$ cat src/rtl/piso_tx.sv
// Parallel-in serial-out transmitter: captures one word on load, then shifts it out
// one bit per clock (optionally followed by an even-parity bit), with registered outputs.
module piso_tx #(
  parameter int WIDTH     = 8,
  parameter int LSB_FIRST = 0,
  parameter int PARITY    = 0
) (
  input  logic             clk,
  input  logic             rst,
  input  logic [WIDTH-1:0] din,
  input  logic             load,
  output logic             ready,
  output logic             sdo,
  output logic             sdo_valid,
  output logic             done
);

  localparam int N  = WIDTH + ((PARITY != 0) ? 1 : 0);
  localparam int CW = $clog2(WIDTH + 2);
  localparam logic [CW-1:0] LAST   = CW'(N - 1);
  localparam logic [CW-1:0] PARIDX = CW'(WIDTH);

  typedef enum logic [1:0] {IDLE, SHIFT, DONE} state_t;

  state_t           state, state_next;
  logic [WIDTH-1:0] sreg, sreg_next;
  logic [CW-1:0]    cnt, cnt_next;
  logic             par, par_next;
  logic             bit_next;

  // Every output is a flop loaded from the same next-state decisions as the FSM.
  always_ff @(posedge clk) begin
    if (rst) begin
      state     <= IDLE;
      sreg      <= '0;
      cnt       <= '0;
      par       <= 1'b0;
      ready     <= 1'b1;
      sdo       <= 1'b0;
      sdo_valid <= 1'b0;
      done      <= 1'b0;
    end else begin
      state     <= state_next;
      sreg      <= sreg_next;
      cnt       <= cnt_next;
      par       <= par_next;
      ready     <= (state_next == IDLE);
      sdo       <= bit_next;
      sdo_valid <= (state_next == SHIFT);
      done      <= (state_next == DONE);
    end
  end

  always_comb begin
    state_next = state;
    case (state)
      IDLE:    if (load) state_next = SHIFT;
      SHIFT:   if (cnt == LAST) state_next = DONE;
      DONE:    state_next = IDLE;
      default: state_next = IDLE;
    endcase
  end

  // cnt is the index of the bit currently on sdo; bit_next is the bit for the next cycle.
  always_comb begin
    sreg_next = sreg;
    cnt_next  = cnt;
    par_next  = par;
    bit_next  = 1'b0;
    case (state)
      IDLE: begin
        if (load) begin
          sreg_next = din;
          cnt_next  = '0;
          par_next  = ^din;
          bit_next  = (LSB_FIRST != 0) ? din[0] : din[WIDTH-1];
        end
      end
      SHIFT: begin
        if (cnt != LAST) begin
          cnt_next  = cnt + CW'(1);
          sreg_next = (LSB_FIRST != 0) ? (sreg >> 1) : (sreg << 1);
          if ((PARITY != 0) && (cnt_next == PARIDX))
            bit_next = par;
          else
            bit_next = (LSB_FIRST != 0) ? sreg[1] : sreg[WIDTH-2];
        end
      end
      default: ;
    endcase
  end

endmodule
$ cat config.mk
export PLATFORM = sky130hd
export DESIGN_NAME = piso_tx
export DESIGN_NICKNAME = d
export VERILOG_FILES = /design/src/rtl/piso_tx.sv
export SDC_FILE = /design/constraint.sdc
export NUM_CORES = 1
export LEC_CHECK = 0
export ABC_AREA = 1
export BUFFER_PORTS_ARGS = -buffer_cell sky130_fd_sc_hd__clkbuf_2
export CELL_PAD_IN_SITES_DETAIL_PLACEMENT = 0
export CELL_PAD_IN_SITES_GLOBAL_PLACEMENT = 1
export CORE_MARGIN = 2
export CORE_UTILIZATION = 40
export CTS_CLUSTER_SIZE = 8
export DETAILED_ROUTE_END_ITERATION = 10
export GPL_TIMING_DRIVEN = 0
export PLACE_DENSITY_LB_ADDON = 0.05
export SLEW_MARGIN = 20
export SYNTH_ARGS = -nofsm -noshare
export SYNTH_HDL_FRONTEND = slang
export SYNTH_SLANG_ARGS = --single-unit
$ cat constraint.sdc
create_clock -name clk -period 3 [get_ports clk]
set_input_delay 0.6 -clock clk [delete_from_list [all_inputs] [get_ports clk]]
set_output_delay 0.6 -clock clk [all_outputs]
set_load 0.01 [all_outputs]
==> results of run 1 <==
==> layout by cell type (no fill, tap or decap), drive strengths merged <==
cell type   n
o31ai       1
nor3        2
nor2        5
ha          1
o21ai      14
inv        15
nand3      12
buf         2
dfxtp      17
clkbuf     17
or2         1
a21oi       4
nand4       1
nand2      20
==> synth_stat cells <==
library cell / count / area, µm²
dfxtp_1: 17 / 340
nand2_1: 17 / 63.8
inv_1: 14 / 52.6
nand3_1: 9 / 45.0
o21ai_1: 9 / 45.0
o21ai_0: 5 / 25.0
a21oi_1: 4 / 20.0
nor2_1: 4 / 15.0
nand2_4: 2 / 22.5
nand3_4: 2 / 35.0
nor3_1: 2 / 10.0
buf_2: 1 / 5.00
buf_6: 1 / 11.3
ha_1: 1 / 12.5
inv_2: 1 / 3.75
nand2_2: 1 / 6.26
nand3_2: 1 / 10.0
nand4_1: 1 / 6.26
nor2_2: 1 / 6.26
o31ai_1: 1 / 7.51
or2_2: 1 / 6.26
==> metal layers <==
metal  vias to the layer above  global-route usage  wire [µm]
met3                         2              0.0346         61
met5                         -                   0          0
met4                         0              0.0667         13
met2                        13               0.230        549
li1                        342                   -          -
met1                       276               0.208        729
==> final timing paths <==
kind	startpoint	endpoint	slack (ns)	depth (start not counted)
worst max register to register	cnt[1]	cnt[3]	1.78	8
worst min-delay path	sreg[6]	sdo	0.46	2
worst min register to register	sreg[6]	sdo	0.46	2
worst max-delay path	sdo	sdo	1.67	1
==> kinds of logic (layout without fill, tap and decap cells) <==
family,count (synthesis),count (layout),synth area share
buf+inv,17,34,0.0968
compound gates,19,19,0.130
flops,17,17,0.454
simple gates,41,41,0.302
fa+ha+maj,1,1,0.0167
==> per-stage QoR <==
| step | std cells | utilization | cell area, µm² |
|---|---|---|---|
| 2_1_floorplan | 95 | - | 749 |
| 3_3_place_gp | 133 | 0.485 | 846 |
| 3_5_place_dp | 133 | 0.485 | 846 |
| 4_1_cts | 137 | 0.500 | 872 |
| 5_1_grt | 137 | 0.500 | 872 |
| 6_report | 137 | 0.500 | 872 |
==> area by class of cell <==
cell class                 count  area share
sequential                    17       0.390
inverter                      15      0.0646
timing repair buffer          13      0.0746
buffer                         2      0.0187
tap                           25      0.0359
clock buffer                   4      0.0301
multi-input combinational     61       0.386
==> registers in the layout (all words and copies together), names as in the netlist <==
name and flops:
sreg 7, cnt 4, state 2, done 1
ready 1, sdo 1, sdo_valid 1
==> report_power, final <==
part | internal [mW] | total, mW | switching [mW]
Combinational | 0.0258 | 0.0683 | 0.0425
Clock | 0.0516 | 0.122 | 0.0703
Sequential | 0.239 | 0.244 | 0.00459
Total | 0.317 | 0.434 | 0.117
==> tightest hold or removal path, stage by stage (launching register included) <==
cell,delay (ns)
dfxtp_1,0.31
inv_1,0.06
o31ai_1,0.07
==> flow_metrics.env, run 1 <==
export IMPL_first_pass_iters=4
export IMPL_max_freq_ghz=0.750
export IMPL_cts_root_buffer="clkbuf_4"
export IMPL_clock_skew_ns=0.00957
export IMPL_die_w_um=47.3
export IMPL_timing_final_ws_setup_ns=1.67
export IMPL_worst_ep_required_time_ns=2.40
export IMPL_n_antenna_cell=0
export IMPL_post_route_period_util=0.444
export IMPL_post_cts_buffers=0
export IMPL_dp_hpwl_mm=1.02
export IMPL_cts_tree="yes"
export IMPL_io_pin_count=15
export IMPL_fp_dieArea_um2=2240
export IMPL_worst_ep_arrival_time_ns=0.73
export IMPL_drc_errors=0
export IMPL_cts_path_max_buffers=2
export IMPL_min_period_ns=1.33
export IMPL_cp_max_fo=1
export IMPL_total_power_uw=434
export IMPL_holdCritPathClass="reg -> reg"
export IMPL_grt_pass1_wl_mm=2.39
export IMPL_avgSynthCellArea_um2=7.89
export IMPL_die_h_um=47.3
export IMPL_tritoncts_num_buffers=3
export IMPL_clk_pin_slew_ns=0.10
export IMPL_syn_inst=95
export IMPL_seq_area_frac_synth=0.454
export IMPL_hold_viol_final=0
export IMPL_wire_per_inst_um=9.88
export IMPL_vias=633
export IMPL_register_area_um2=340
export IMPL_status="finished clean"
export IMPL_htreeDepth=1
export IMPL_antenna_found_initial=0
export IMPL_grt_max_degree=11
export IMPL_slowest_delay_ns=0.32
export IMPL_worst_slew_pin_slew_ns=0.314
export IMPL_routed_wl_mm=1.35
export IMPL_mappedNetlistArea_um2=749
export IMPL_drt_iter0_markers=21
export IMPL_drive_above_1_share=0.241
export IMPL_report_final_slew_viol_count=0
export IMPL_cp_slowest_cell="dfxtp_1"
export IMPL_crit_buf_inv=1
export IMPL_track_usage=0.153
export IMPL_irDropWorstVdd_uv=212
export IMPL_cts_sinks=17
export IMPL_cts_hold_buf=0
export IMPL_ys_ff_latch=17
export IMPL_power_leakage_nw=0.382
export IMPL_dpl_worst_slack_ns=1.55
export IMPL_cpLargestDelayFamily="flip-flops"
export IMPL_fill_cells=198
export IMPL_setup_violations=0
export IMPL_critical_path_cell_chain="clkbuf_2"
export IMPL_maxSlewHeadroom=0.791
export IMPL_rows=15
export IMPL_max_cap_violations=0
export IMPL_nets=125
export IMPL_grt_pass1_vias=572
export IMPL_grt_overflow=0
export IMPL_power_density_nw_per_um2=498
export IMPL_synth_distinct_cells=21
export IMPL_yosysWarnings=0
export IMPL_rsz0062_at_grt="false"
export IMPL_start_util=0.429
export IMPL_cp_start_kind="flip-flop"
export IMPL_critPathCaptureType="output port"
export IMPL_syn_nets=107
export IMPL_multiInputGateArea_um2=337
export IMPL_io_buffers=13
export IMPL_routabilityCongestion=0.697
export IMPL_area_growth_pct=16.4
export IMPL_clkLatencyLatePin_ns=0.29
export IMPL_ant_nets=0
export IMPL_vias_per_cell=4.62
export IMPL_ctsResizeCount=0
export IMPL_path_class="reg -> out"
export IMPL_core_area_um2=1750
export IMPL_hold_ws_ns=0.464
export IMPL_fin_tns_setup_ns=0
(Power assumes the default switching activity.)
==> run 2: changes to the inputs <==
CORE_ASPECT_RATIO = 0.6   (was unset)
CORE_UTILIZATION = 33   (was 40)
clock period = 1.2 ns   (was 3 ns; I/O delays follow)
==> flow_metrics.env, run 2 (same netlist as run 1, synthesis figures left out) <==
export IMPL_worst_slew_pin_slew_ns=0.360
export IMPL_worst_ep_required_time_ns=1.34
export IMPL_ff2ff_path_depth=5
export IMPL_min_period_ns=1.14
export IMPL_reg2reg_to="cnt[2]"
export IMPL_p_comb_frac=0.164
export IMPL_cts_tree="yes"
export IMPL_p_sw_uw=332
export IMPL_cp_start_kind="flip-flop"
export IMPL_first_pass_iters=4
export IMPL_n_antenna_cell=0
export IMPL_drive_above_1_share=0.296
export IMPL_top_register="sreg"
export IMPL_vias_per_cell=4.54
export IMPL_grt_overflow=0
export IMPL_cts_root_buffer="clkbuf_8"
export IMPL_clkLatencyLatePin_ns=0.25
export IMPL_report_final_slew_viol_count=0
export IMPL_rsz0062_at_grt="true"
export IMPL_routabilityCongestion=0.714
export IMPL_reg2reg_from="cnt[1]"
export IMPL_die_h_um=40.9
export IMPL_cts_sinks=17
export IMPL_p_int_uw=914
export IMPL_path_class="reg -> reg"
export IMPL_io_pin_count=15
export IMPL_cts_path_max_buffers=2
export IMPL_final_cell_mix="nand2_1, dfxtp_1, inv_1, clkbuf_2, o21ai_1"
export IMPL_maxSlewHeadroom=0.760
export IMPL_htreeDepth=1
export IMPL_irDropWorstVdd_uv=750
export IMPL_area_growth_pct=29.7
export IMPL_wire_per_inst_um=11.6
export IMPL_timing_final_ws_setup_ns=0.0559
export IMPL_r2r_setup_slack_ns=0.06
export IMPL_rows=13
export IMPL_hold_depth=3
export IMPL_swShare=0.266
export IMPL_vias=658
export IMPL_dpl_worst_slack_ns=-0.0528
export IMPL_grt_pass1_wl_mm=2.67
export IMPL_max_cap_violations=0
export IMPL_post_route_period_util=0.953
export IMPL_die_w_um=65.5
export IMPL_power_density_nw_per_um2=1280
export IMPL_start_util=0.346
export IMPL_p_seq_frac=0.494
export IMPL_crit_end="cnt[2]"
export IMPL_io_buffers=13
export IMPL_instances_no_fill=145
export IMPL_grt_max_degree=11
export IMPL_hold_viol_final=0
export IMPL_layout_commonest_cell="nand2_1"
export IMPL_fp_dieArea_um2=2680
export IMPL_slowest_delay_ns=0.34
export IMPL_max_freq_ghz=0.874
export IMPL_ant_nets=0
export IMPL_cts_hold_buf=0
export IMPL_finish_utilization=0.449
export IMPL_power_leakage_nw=0.405
export IMPL_critPathCaptureType="flip-flop"
export IMPL_reg_top3="sreg x7, cnt x4, state x2"
export IMPL_drc_errors=0
export IMPL_status="finished clean"
export IMPL_clkPwrFrac=0.342
export IMPL_drt_iter0_markers=34
export IMPL_cp_slowest_cell="dfxtp_2"
export IMPL_holdCritPathClass="in -> reg"
export IMPL_nets=128
export IMPL_critical_path_cell_chain="ha_4 -> buf_4 -> or2_2 -> nand3_1 -> a21oi_1"
export IMPL_tritoncts_num_buffers=3
export IMPL_fill_cells=238
export IMPL_clock_skew_ns=0.00289
export IMPL_cp_max_fo=3
export IMPL_largest_reg_flops=7
export IMPL_dp_hpwl_mm=1.12
export IMPL_hold_ws_ns=0.185
export IMPL_worst_ep_arrival_time_ns=1.28
export IMPL_antenna_found_initial=0
export IMPL_routed_wl_mm=1.68
export IMPL_setup_violations=0
export IMPL_dp_cells=138
export IMPL_clk_pin_slew_ns=0.07
export IMPL_startpoint="cnt[1]"
export IMPL_core_area_um2=2160
export IMPL_grt_pass1_vias=570
export IMPL_fin_tns_setup_ns=0
export IMPL_track_usage=0.146
run 2: cell count changes in the layout (fill, tap and decap cells not counted), moves of 2 or more:
cell / before / now
clkbuf_4: 3 / 0
clkbuf_8: 0 / 3
buf_4: 0 / 2
dfxtp_1: 17 / 15
dfxtp_2: 0 / 2
nand2_8: 0 / 2
o21ai_0: 5 / 3
o21ai_1: 9 / 11
run 2: layout make-up:
type                            count  area, µm²  area share
Tap cell                           30       37.5      0.0386
Multi-Input combinational cell     62        394       0.405
Sequential cell                    17        343       0.353
Inverter                           15       56.3      0.0579
Buffer                              2       16.3      0.0167
Clock buffer                        4       45.0      0.0463
Timing Repair Buffer               15       80.1      0.0824
run 2: power groups by stage:
| stage | Combinational [mW] | Clock (mW) | Sequential (mW) |
|---|---|---|---|
| finish | 0.204 | 0.427 | 0.615 |
| global route | 0.230 | 0.473 | 0.618 |
| CTS | 0.197 | 0.435 | 0.612 |
| detailed placement | 0.177 | 0 | 0.623 |
| global placement | 0.178 | 0 | 0.623 |
| floorplan | 0.119 | 0 | 0.626 |
run 2: worst min-delay path by stage:
stage	slack [ns]	end	from
6_report	0.19	sdo	din[7]
5_1_grt	0.20	sdo	din[7]
4_1_cts	0.19	sdo	din[7]
3_5_place_dp	0.44	sdo	din[7]
3_3_place_gp	0.44	sdo	din[7]
2_1_floorplan	0.35	sdo	din[7]
run 2: metrics by stage:
step,cell area [µm²],power (mW)
6_report,972,1.25
5_1_grt,972,1.32
4_1_cts,952,1.24
3_5_place_dp,852,0.800
3_3_place_gp,852,0.801
2_1_floorplan,749,0.745
run 2: critical path: cells and delay by family (launching register included):
| family | cells | cell delay [ns] |
|---|---|---|
| AND/OR/NAND/NOR | 2 | 0.33 |
| buffers and inverters | 1 | 0.13 |
| adder cells (fa/ha/maj) | 1 | 0.17 |
| flip-flops | 1 | 0.34 |
| AO/OA/AOI/OAI | 1 | 0.07 |
run 2: what timing repair did:
action | in CTS | in global routing
pin swaps | 2 | 1
gates cloned | 1 | 0
endpoints found under the setup margin | 10 | 12
buffers inserted | 2 | 0
resized for setup | 6 | 6
run 2: per-layer routing:
layer,global-route usage,routed length [µm],part of all wire,up-vias
met1,0.194,910,0.54,293
met3,0.0714,86,0.051,0
met5,0,0,0,-
met2,0.209,681,0.41,12
met4,0.0417,0,0,0
li1,-,-,-,353
